## src/rtl/mmio_stream_if.sv

```systemverilog
// CPU-side memory bus plus the input/output word streams of the mmio_stream decoder.
interface mmio_stream_if #(
  parameter int WIDTH = 16
);
  logic             access;
  logic             load;
  logic [WIDTH-1:0] addr;
  logic [WIDTH-1:0] data_out;
  logic [WIDTH-1:0] data_in;
  logic             stall;
  logic             halt;
  logic [WIDTH-1:0] mem_out;
  logic [WIDTH-1:0] mem_in;
  logic             mem_we;
  logic [WIDTH-1:0] addr_out;
  logic             in_valid;
  logic             in_ready;
  logic [WIDTH-1:0] in_data;
  logic             in_eof;
  logic             out_valid;
  logic             out_ready;
  logic [WIDTH-1:0] out_data;

  modport slave (
    input  access, load, addr, data_out, mem_out, in_valid, in_data, in_eof, out_ready,
    output data_in, stall, halt, mem_in, mem_we, addr_out, in_ready, out_valid, out_data
  );

  modport master (
    output access, load, addr, data_out, mem_out, in_valid, in_data, in_eof, out_ready,
    input  data_in, stall, halt, mem_in, mem_we, addr_out, in_ready, out_valid, out_data
  );
endinterface

```

## src/rtl/mmio_stream.sv

```systemverilog
// Memory-mapped I/O decoder for the subleq core: halt latch, input/output FIFOs and
// (when MMIO_STATUS_REG_EN is defined) a status word at the fourth-from-top address.
module mmio_stream #(
  parameter int WIDTH     = 16,
  parameter int IN_DEPTH  = 4,
  parameter int OUT_DEPTH = 4
) (
  input  logic         clk,
  input  logic         rst_n,
  mmio_stream_if.slave bus
);
  localparam int IAW = $clog2(IN_DEPTH);
  localparam int OAW = $clog2(OUT_DEPTH);
  localparam logic [WIDTH-1:0] A_HALT = {WIDTH{1'b1}};
  localparam logic [WIDTH-1:0] A_IN   = {{(WIDTH-1){1'b1}}, 1'b0};
  localparam logic [WIDTH-1:0] A_OUT  = {{(WIDTH-2){1'b1}}, 2'b01};

  logic [WIDTH-1:0] in_mem  [IN_DEPTH];
  logic [WIDTH-1:0] out_mem [OUT_DEPTH];
  logic [IAW-1:0]   in_wr_q, in_wr_d, in_rd_q, in_rd_d;
  logic [IAW:0]     in_cnt_q, in_cnt_d;
  logic [OAW-1:0]   out_wr_q, out_wr_d, out_rd_q, out_rd_d;
  logic [OAW:0]     out_cnt_q, out_cnt_d;
  logic             halt_q, halt_d, eof_q, eof_d;

  logic in_empty, in_full, out_empty, out_full;
  logic hit_halt, hit_in, hit_out, hit_io;
  logic cpu_ok, rd, wr;
  logic in_push, in_pop, out_push, out_pop, halt_set;

  assign hit_halt = (bus.addr == A_HALT);
  assign hit_in   = (bus.addr == A_IN);
  assign hit_out  = (bus.addr == A_OUT);
`ifdef MMIO_STATUS_REG_EN
  localparam logic [WIDTH-1:0] A_STAT = {{(WIDTH-2){1'b1}}, 2'b00};
  logic             hit_stat;
  logic [WIDTH-1:0] status_word;
  assign hit_stat    = (bus.addr == A_STAT);
  assign hit_io      = hit_halt | hit_in | hit_out | hit_stat;
  assign status_word = {{(WIDTH-3){1'b0}}, eof_q, ~out_full, ~in_empty};
`else
  assign hit_io = hit_halt | hit_in | hit_out;
`endif

  assign in_empty  = (in_cnt_q == '0);
  assign in_full   = (in_cnt_q == (IAW+1)'(IN_DEPTH));
  assign out_empty = (out_cnt_q == '0);
  assign out_full  = (out_cnt_q == (OAW+1)'(OUT_DEPTH));

  // Once halted the CPU side is frozen; stream-side traffic keeps running.
  assign cpu_ok   = bus.access & ~halt_q;
  assign rd       = cpu_ok & bus.load;
  assign wr       = cpu_ok & ~bus.load;
  assign in_push  = bus.in_valid & bus.in_ready;
  assign in_pop   = rd & hit_in & ~in_empty;
  assign out_push = wr & hit_out & ~out_full;
  assign out_pop  = bus.out_valid & bus.out_ready;
  assign halt_set = (cpu_ok & hit_halt) | (rd & hit_in & in_empty & eof_q);

  // Stall depends only on registered occupancy, never on same-cycle stream handshakes.
  assign bus.stall     = (rd & hit_in & in_empty & ~eof_q) | (wr & hit_out & out_full);
  assign bus.in_ready  = rst_n & ~in_full;
  assign bus.out_valid = ~out_empty;
  assign bus.out_data  = out_mem[out_rd_q];
  assign bus.halt      = halt_q;
  assign bus.mem_we    = bus.access & ~bus.load & ~halt_q & ~hit_io;
  assign bus.mem_in    = hit_io ? '0 : bus.data_out;
  assign bus.addr_out  = bus.addr;

  always_comb begin
    bus.data_in = '0;
    if (!hit_io)
      bus.data_in = bus.mem_out;
    else if (bus.load && hit_in && !in_empty)
      bus.data_in = in_mem[in_rd_q];
`ifdef MMIO_STATUS_REG_EN
    else if (bus.load && hit_stat)
      bus.data_in = status_word;
`endif
  end

  always_comb begin
    in_wr_d   = in_push  ? in_wr_q  + IAW'(1) : in_wr_q;
    in_rd_d   = in_pop   ? in_rd_q  + IAW'(1) : in_rd_q;
    in_cnt_d  = in_cnt_q + (IAW+1)'(in_push) - (IAW+1)'(in_pop);
    out_wr_d  = out_push ? out_wr_q + OAW'(1) : out_wr_q;
    out_rd_d  = out_pop  ? out_rd_q + OAW'(1) : out_rd_q;
    out_cnt_d = out_cnt_q + (OAW+1)'(out_push) - (OAW+1)'(out_pop);
    halt_d    = halt_q | halt_set;
    eof_d     = eof_q | bus.in_eof;
  end

  always_ff @(posedge clk or negedge rst_n) begin
    if (!rst_n) begin
      in_wr_q   <= '0;
      in_rd_q   <= '0;
      in_cnt_q  <= '0;
      out_wr_q  <= '0;
      out_rd_q  <= '0;
      out_cnt_q <= '0;
      halt_q    <= 1'b0;
      eof_q     <= 1'b0;
    end else begin
      in_wr_q   <= in_wr_d;
      in_rd_q   <= in_rd_d;
      in_cnt_q  <= in_cnt_d;
      out_wr_q  <= out_wr_d;
      out_rd_q  <= out_rd_d;
      out_cnt_q <= out_cnt_d;
      halt_q    <= halt_d;
      eof_q     <= eof_d;
    end
  end

  // Storage is not reset; occupancy counters define which entries are valid.
  always_ff @(posedge clk) begin
    if (in_push)  in_mem[in_wr_q]   <= bus.in_data;
    if (out_push) out_mem[out_wr_q] <= bus.data_out;
  end
endmodule

```

## src/flat_wrapper.sv

```systemverilog
// flat-port wrapper written by rule: the top's interface ports become plain ports
module mmio_stream_flat 
#(
  parameter int WIDTH     = 16,
  parameter int IN_DEPTH  = 4,
  parameter int OUT_DEPTH = 4
)
  (clk, rst_n, bus_access, bus_load, bus_addr, bus_data_out, bus_mem_out, bus_in_valid, bus_in_data, bus_in_eof, bus_out_ready, bus_data_in, bus_stall, bus_halt, bus_mem_in, bus_mem_we, bus_addr_out, bus_in_ready, bus_out_valid, bus_out_data);
  mmio_stream_if #(.WIDTH(WIDTH)) bus_i ();
  input  logic clk;
  input  logic rst_n;
  input wire logic [$bits(bus_i.access)-1:0] bus_access;
  input wire logic [$bits(bus_i.load)-1:0] bus_load;
  input wire logic [$bits(bus_i.addr)-1:0] bus_addr;
  input wire logic [$bits(bus_i.data_out)-1:0] bus_data_out;
  input wire logic [$bits(bus_i.mem_out)-1:0] bus_mem_out;
  input wire logic [$bits(bus_i.in_valid)-1:0] bus_in_valid;
  input wire logic [$bits(bus_i.in_data)-1:0] bus_in_data;
  input wire logic [$bits(bus_i.in_eof)-1:0] bus_in_eof;
  input wire logic [$bits(bus_i.out_ready)-1:0] bus_out_ready;
  output wire logic [$bits(bus_i.data_in)-1:0] bus_data_in;
  output wire logic [$bits(bus_i.stall)-1:0] bus_stall;
  output wire logic [$bits(bus_i.halt)-1:0] bus_halt;
  output wire logic [$bits(bus_i.mem_in)-1:0] bus_mem_in;
  output wire logic [$bits(bus_i.mem_we)-1:0] bus_mem_we;
  output wire logic [$bits(bus_i.addr_out)-1:0] bus_addr_out;
  output wire logic [$bits(bus_i.in_ready)-1:0] bus_in_ready;
  output wire logic [$bits(bus_i.out_valid)-1:0] bus_out_valid;
  output wire logic [$bits(bus_i.out_data)-1:0] bus_out_data;
  assign bus_i.access = bus_access;
  assign bus_i.load = bus_load;
  assign bus_i.addr = bus_addr;
  assign bus_i.data_out = bus_data_out;
  assign bus_i.mem_out = bus_mem_out;
  assign bus_i.in_valid = bus_in_valid;
  assign bus_i.in_data = bus_in_data;
  assign bus_i.in_eof = bus_in_eof;
  assign bus_i.out_ready = bus_out_ready;
  assign bus_data_in = bus_i.data_in;
  assign bus_stall = bus_i.stall;
  assign bus_halt = bus_i.halt;
  assign bus_mem_in = bus_i.mem_in;
  assign bus_mem_we = bus_i.mem_we;
  assign bus_addr_out = bus_i.addr_out;
  assign bus_in_ready = bus_i.in_ready;
  assign bus_out_valid = bus_i.out_valid;
  assign bus_out_data = bus_i.out_data;
  mmio_stream #(.WIDTH(WIDTH), .IN_DEPTH(IN_DEPTH), .OUT_DEPTH(OUT_DEPTH)) u_core (.clk(clk), .rst_n(rst_n), .bus(bus_i));
endmodule
```

## config.mk

```make
export PLATFORM = sky130hd
export DESIGN_NAME = mmio_stream_flat
export DESIGN_NICKNAME = d
export VERILOG_FILES = /design/src/rtl/mmio_stream_if.sv /design/src/rtl/mmio_stream.sv /design/src/flat_wrapper.sv
export SDC_FILE = /design/constraint.sdc
export NUM_CORES = 1
export LEC_CHECK = 0
export CAP_MARGIN = 20
export CORE_MARGIN = 4
export CORE_UTILIZATION = 50
export DETAILED_ROUTE_END_ITERATION = 8
export GPL_ROUTABILITY_DRIVEN = 0
export PLACE_DENSITY = 0.8
export RECOVER_POWER = 50
export REMOVE_ABC_BUFFERS = 1
export SYNTH_ARGS = -nofsm -noshare
export SYNTH_HDL_FRONTEND = slang
export SYNTH_SLANG_ARGS = --single-unit
```

## constraint.sdc

```tcl
create_clock -name clk -period 2.97 [get_ports clk]
set_clock_uncertainty 0.15 [all_clocks]
set_input_delay 0.4455 -clock clk [delete_from_list [all_inputs] [get_ports clk]]
set_output_delay 0.4455 -clock clk [all_outputs]
set_load 0.01 [all_outputs]
```

==> summary.txt, run 1 <==
Status
  • Status: finished clean

Floorplanning
  • Num ports: 140
  • Die area: 0.0139 mm2
  • Floorplan die width: between 100 and 150 um
  • Chip height: roughly 120 um
  • Core ar.: 0.0116 mm2
  • Initial core utilization: 51.9%
  • Row cnt: 39

Yosys
  • Most used DFF post-synth: edfxtp_1
  • Synth Instances: 318
  • Most common cell in the netlist: edfxtp_1
  • Yosys reg bits: 144
  • Post-synthesis cell type count: 37
  • Sequential-to-total area share from yosys stat: ~70%
  • Post-synth top area cell: edfxtp_1
  • Top area cells in the synthesized netlist: edfxtp_1 (64%), mux4_2 (12%), dfrtp_1 (6.6%)
  • Synth cell count leaders: edfxtp_1 (128), mux4_2 (31), and2_1 (21)
  • Synth Warn #: 0
  • Synth top area share: 63.8%
  • Synth Cell Area: around 0.006 mm2
  • Syn_area_per_cell: 18.9 um2
  • Post-synth EDFFs: 128
  • Fraction of registers with async set/reset: between 10% and 20%

GRT
  • Largest net degree at the start of global routing: 31
  • First-pass GRT wire length: slightly above 20 mm
  • Vias in the first global route: 3772
  • Initial antenna violation count: 3
  • GRT overflow: 0
  • Total track usage: 19.3%

Placed design
  • DP Wirelength: 8.46 mm
  • IO buf count: around 140
  • Post-Place Worst Slack: -169 ps
  • Placed cells: 598

Setup path
  • Setup crit start kind: input port
  • WS Path Type: input port to output pin
  • RR Endpoint: u_core.out_cnt_q[2]$_DFF_PN0_
  • Crit path max fanout: 30
  • Worst setup EP type: output pin
  • CP required: between 2000 and 2500 ps
  • Crit path DAT: ~2300 ps
  • Crit-path cells: clkdlybuf4s50_1 > nand4_1 > nor4_4 > buf_4 > o21ai_2 > buf_12 > a32o_1 > dlygate4sd2_1
  • CP max stage delay: 490 ps
  • Slowest cell on the critical path: clkdlybuf4s50_1
  • R2r startpoint: u_core.out_cnt_q[2]$_DFF_PN0_
  • R2r worst-path depth: 9
  • R2R setup slack: 400 ps

Clock tree
  • CTS clk-pin slew, worst paths: 60 ps
  • Total CTS buffers: 17
  • # clock sinks: approximately 140
  • Max clock buf depth: 2
  • H-tree levels: 4
  • Worst-skew pair later-pin latency: 410 ps
  • CTS tree: built
  • Clk root buf: clkbuf_16

Power
  • Maximum vdd drop: 462 uV
  • Pleak: 3.00 nW
  • PD cells: 710 mW/mm2

STA
  • Worst relative slew slack: 29.6%
  • RSZ-0062 raised after global routing: no
  • Fmax: 347 MHz
  • Final period util: 97.2%
  • Max Slew Vio Count: 0
  • Final Hold Viols: 0
  • Tightest Pin Transition: 1060 ps
  • Final setup vio count: 0
  • Min Clock Period, post-route: 2890 ps
  • Min setup slack post-route: 84.2 ps

Routing
  • Via density: 5.48
  • Starting DRT DRC Count: ~190
  • Total routed wirelength: between 10 and 15 mm
  • Wirelength per Cell: 19.9 um
  • DR vias: 3490
  • ANT nets after route: 0
  • # DRC: 0
  • Iteration count of the initial detailed-routing pass: 4

Final layout
  • Final nets: 562
  • Layout cells sized above 1: 19.4%
  • Final std cells w/o fill: 637
  • Area delta synth->final: 37.7%

Flow run
  • Max-Cap Viols: 0

Hold path
  • Hold Crit Endpoint: u_core.out_rd_q[1]$_DFFE_PN0P_
  • Hold Crit Start: u_core.out_rd_q[1]$_DFFE_PN0P_
  • WHS Path Cells: 1
  • Hold Path Class: flip-flop to flip-flop
[cell usage in the layout, fill, tap and decap left out, types with 2 or more instances in the layout]
master | synthesis | routed
a32o_1 | 16 | 16
and2_0 | 1 | 2
and2_1 | 21 | 20
and3_1 | 6 | 6
buf_12 | 0 | 6
buf_4 | 16 | 22
bufinv_16 | 0 | 4
clkbuf_1 | 4 | 4
clkbuf_16 | 0 | 17
clkdlybuf4s50_1 | 0 | 72
clkinv_1 | 0 | 2
clkinv_2 | 0 | 3
clkinv_4 | 0 | 5
dfrtp_1 | 16 | 16
diode_2 | 0 | 4
dlygate4sd2_1 | 0 | 33
dlygate4sd3_1 | 0 | 33
edfxtp_1 | 128 | 128
fa_1 | 2 | 2
ha_1 | 12 | 12
inv_1 | 14 | 14
mux2_2 | 2 | 2
mux4_2 | 31 | 31
nand2_1 | 4 | 4
nand4_1 | 4 | 4
nor2_1 | 2 | 2
or3_1 | 2 | 2
xnor2_1 | 8 | 8
xor2_1 | 2 | 2
[critical path: cells and delay by family]
kind	cells	cell delay (ps)
AOI/OAI and AO/OA	2	290
and+or+nand+nor	2	430
buffers and inverters	4	1110
[sequential cells by signal, summed over array words and instances (netlist names)]
name              count
u_core.in_mem        64
u_core.out_mem       64
u_core.in_cnt_q       3
u_core.out_cnt_q      3
u_core.in_rd_q        2
u_core.in_wr_q        2
u_core.out_rd_q       2
u_core.out_wr_q       2
u_core.bus.halt       1
u_core.eof_q          1
[power by group]
group          switching (mW)  total, mW  internal, mW  leakage [nW]
sequential             0.0812       2.47          2.39          1.35
clock                   0.787       2.18          1.40         0.302
combinational           0.552       1.24         0.684          1.35
[logic make-up (layout without fill, tap and decap cells)]
| group | after synthesis | in the layout | synth area share, % |
|---|---|---|---|
| xor+xnor | 10 | 10 | 1.45 |
| fa+ha+maj | 14 | 14 | 3.16 |
| buf+inv | 45 | 217 | 4.24 |
| other cells | 0 | 4 | 0 |
| mux | 34 | 34 | 12.4 |
| simple gates | 50 | 50 | 5.11 |
| compound gates | 21 | 21 | 3.20 |
| flops | 144 | 144 | 70.4 |
[final cells by class]
type	count	area [um2]
inverters	14	52.6
clock buffers	17	425
diodes	4	10.0
fillers	734	3320
clock inverters	15	194
repair buffers	171	1650
multi-input cells	129	1540
flip-flops and latches	144	4240
well taps	143	179
[worst max path at each step]
stage / to / from
final: bus_data_in[1] / bus_addr[4]
after global routing: bus_stall / bus_addr[3]
after CTS: bus_data_in[6] / bus_addr[5]
after detailed placement: bus_data_in[6] / bus_addr[5]
after global placement: bus_data_in[11] / bus_addr[5]
after floorplan: bus_data_in[0] / bus_addr[5]
[routing by layer]
metal | track usage, % | vias up | wire length [um]
li1 | - | 1582 | -
met1 | 23.2 | 1737 | 4960
met2 | 33.1 | 152 | 6580
met3 | 6.10 | 19 | 913
met4 | 6.81 | 0 | 238
met5 | 0 | - | 0
[what timing repair did]
action | in CTS | in global routing
cloned | 0 | 0
hold buffers | 0 | 0
buffers inserted | 3 | 0
endpoints found under the setup margin | 34 | 1
resized for setup | 34 | 1
[stage by stage]
step | hold slack, ps | TNS, ps | util (%) | area [um2] | total power [mW]
2_1_floorplan | -0.0911 | -10820 | - | 5820 | 3.15
3_3_place_gp | 312 | -2940 | 66.3 | 7700 | 3.73
3_5_place_dp | 342 | -3970 | 66.3 | 7700 | 3.78
4_1_cts | 242 | 0 | 71.4 | 8300 | 5.96
5_1_grt | 370 | 0 | 71.4 | 8290 | 6.16
6_report | 340 | 0 | 71.4 | 8290 | 5.89
Note: power is estimated with default switching activity, not from simulation.
==> inputs of run 2 (changes only) <==
CTS_CLUSTER_DIAMETER = 80   (was not set)
==> results of run 2 <==
No change in the layout: final DEF, timing and power equal those of run 1.
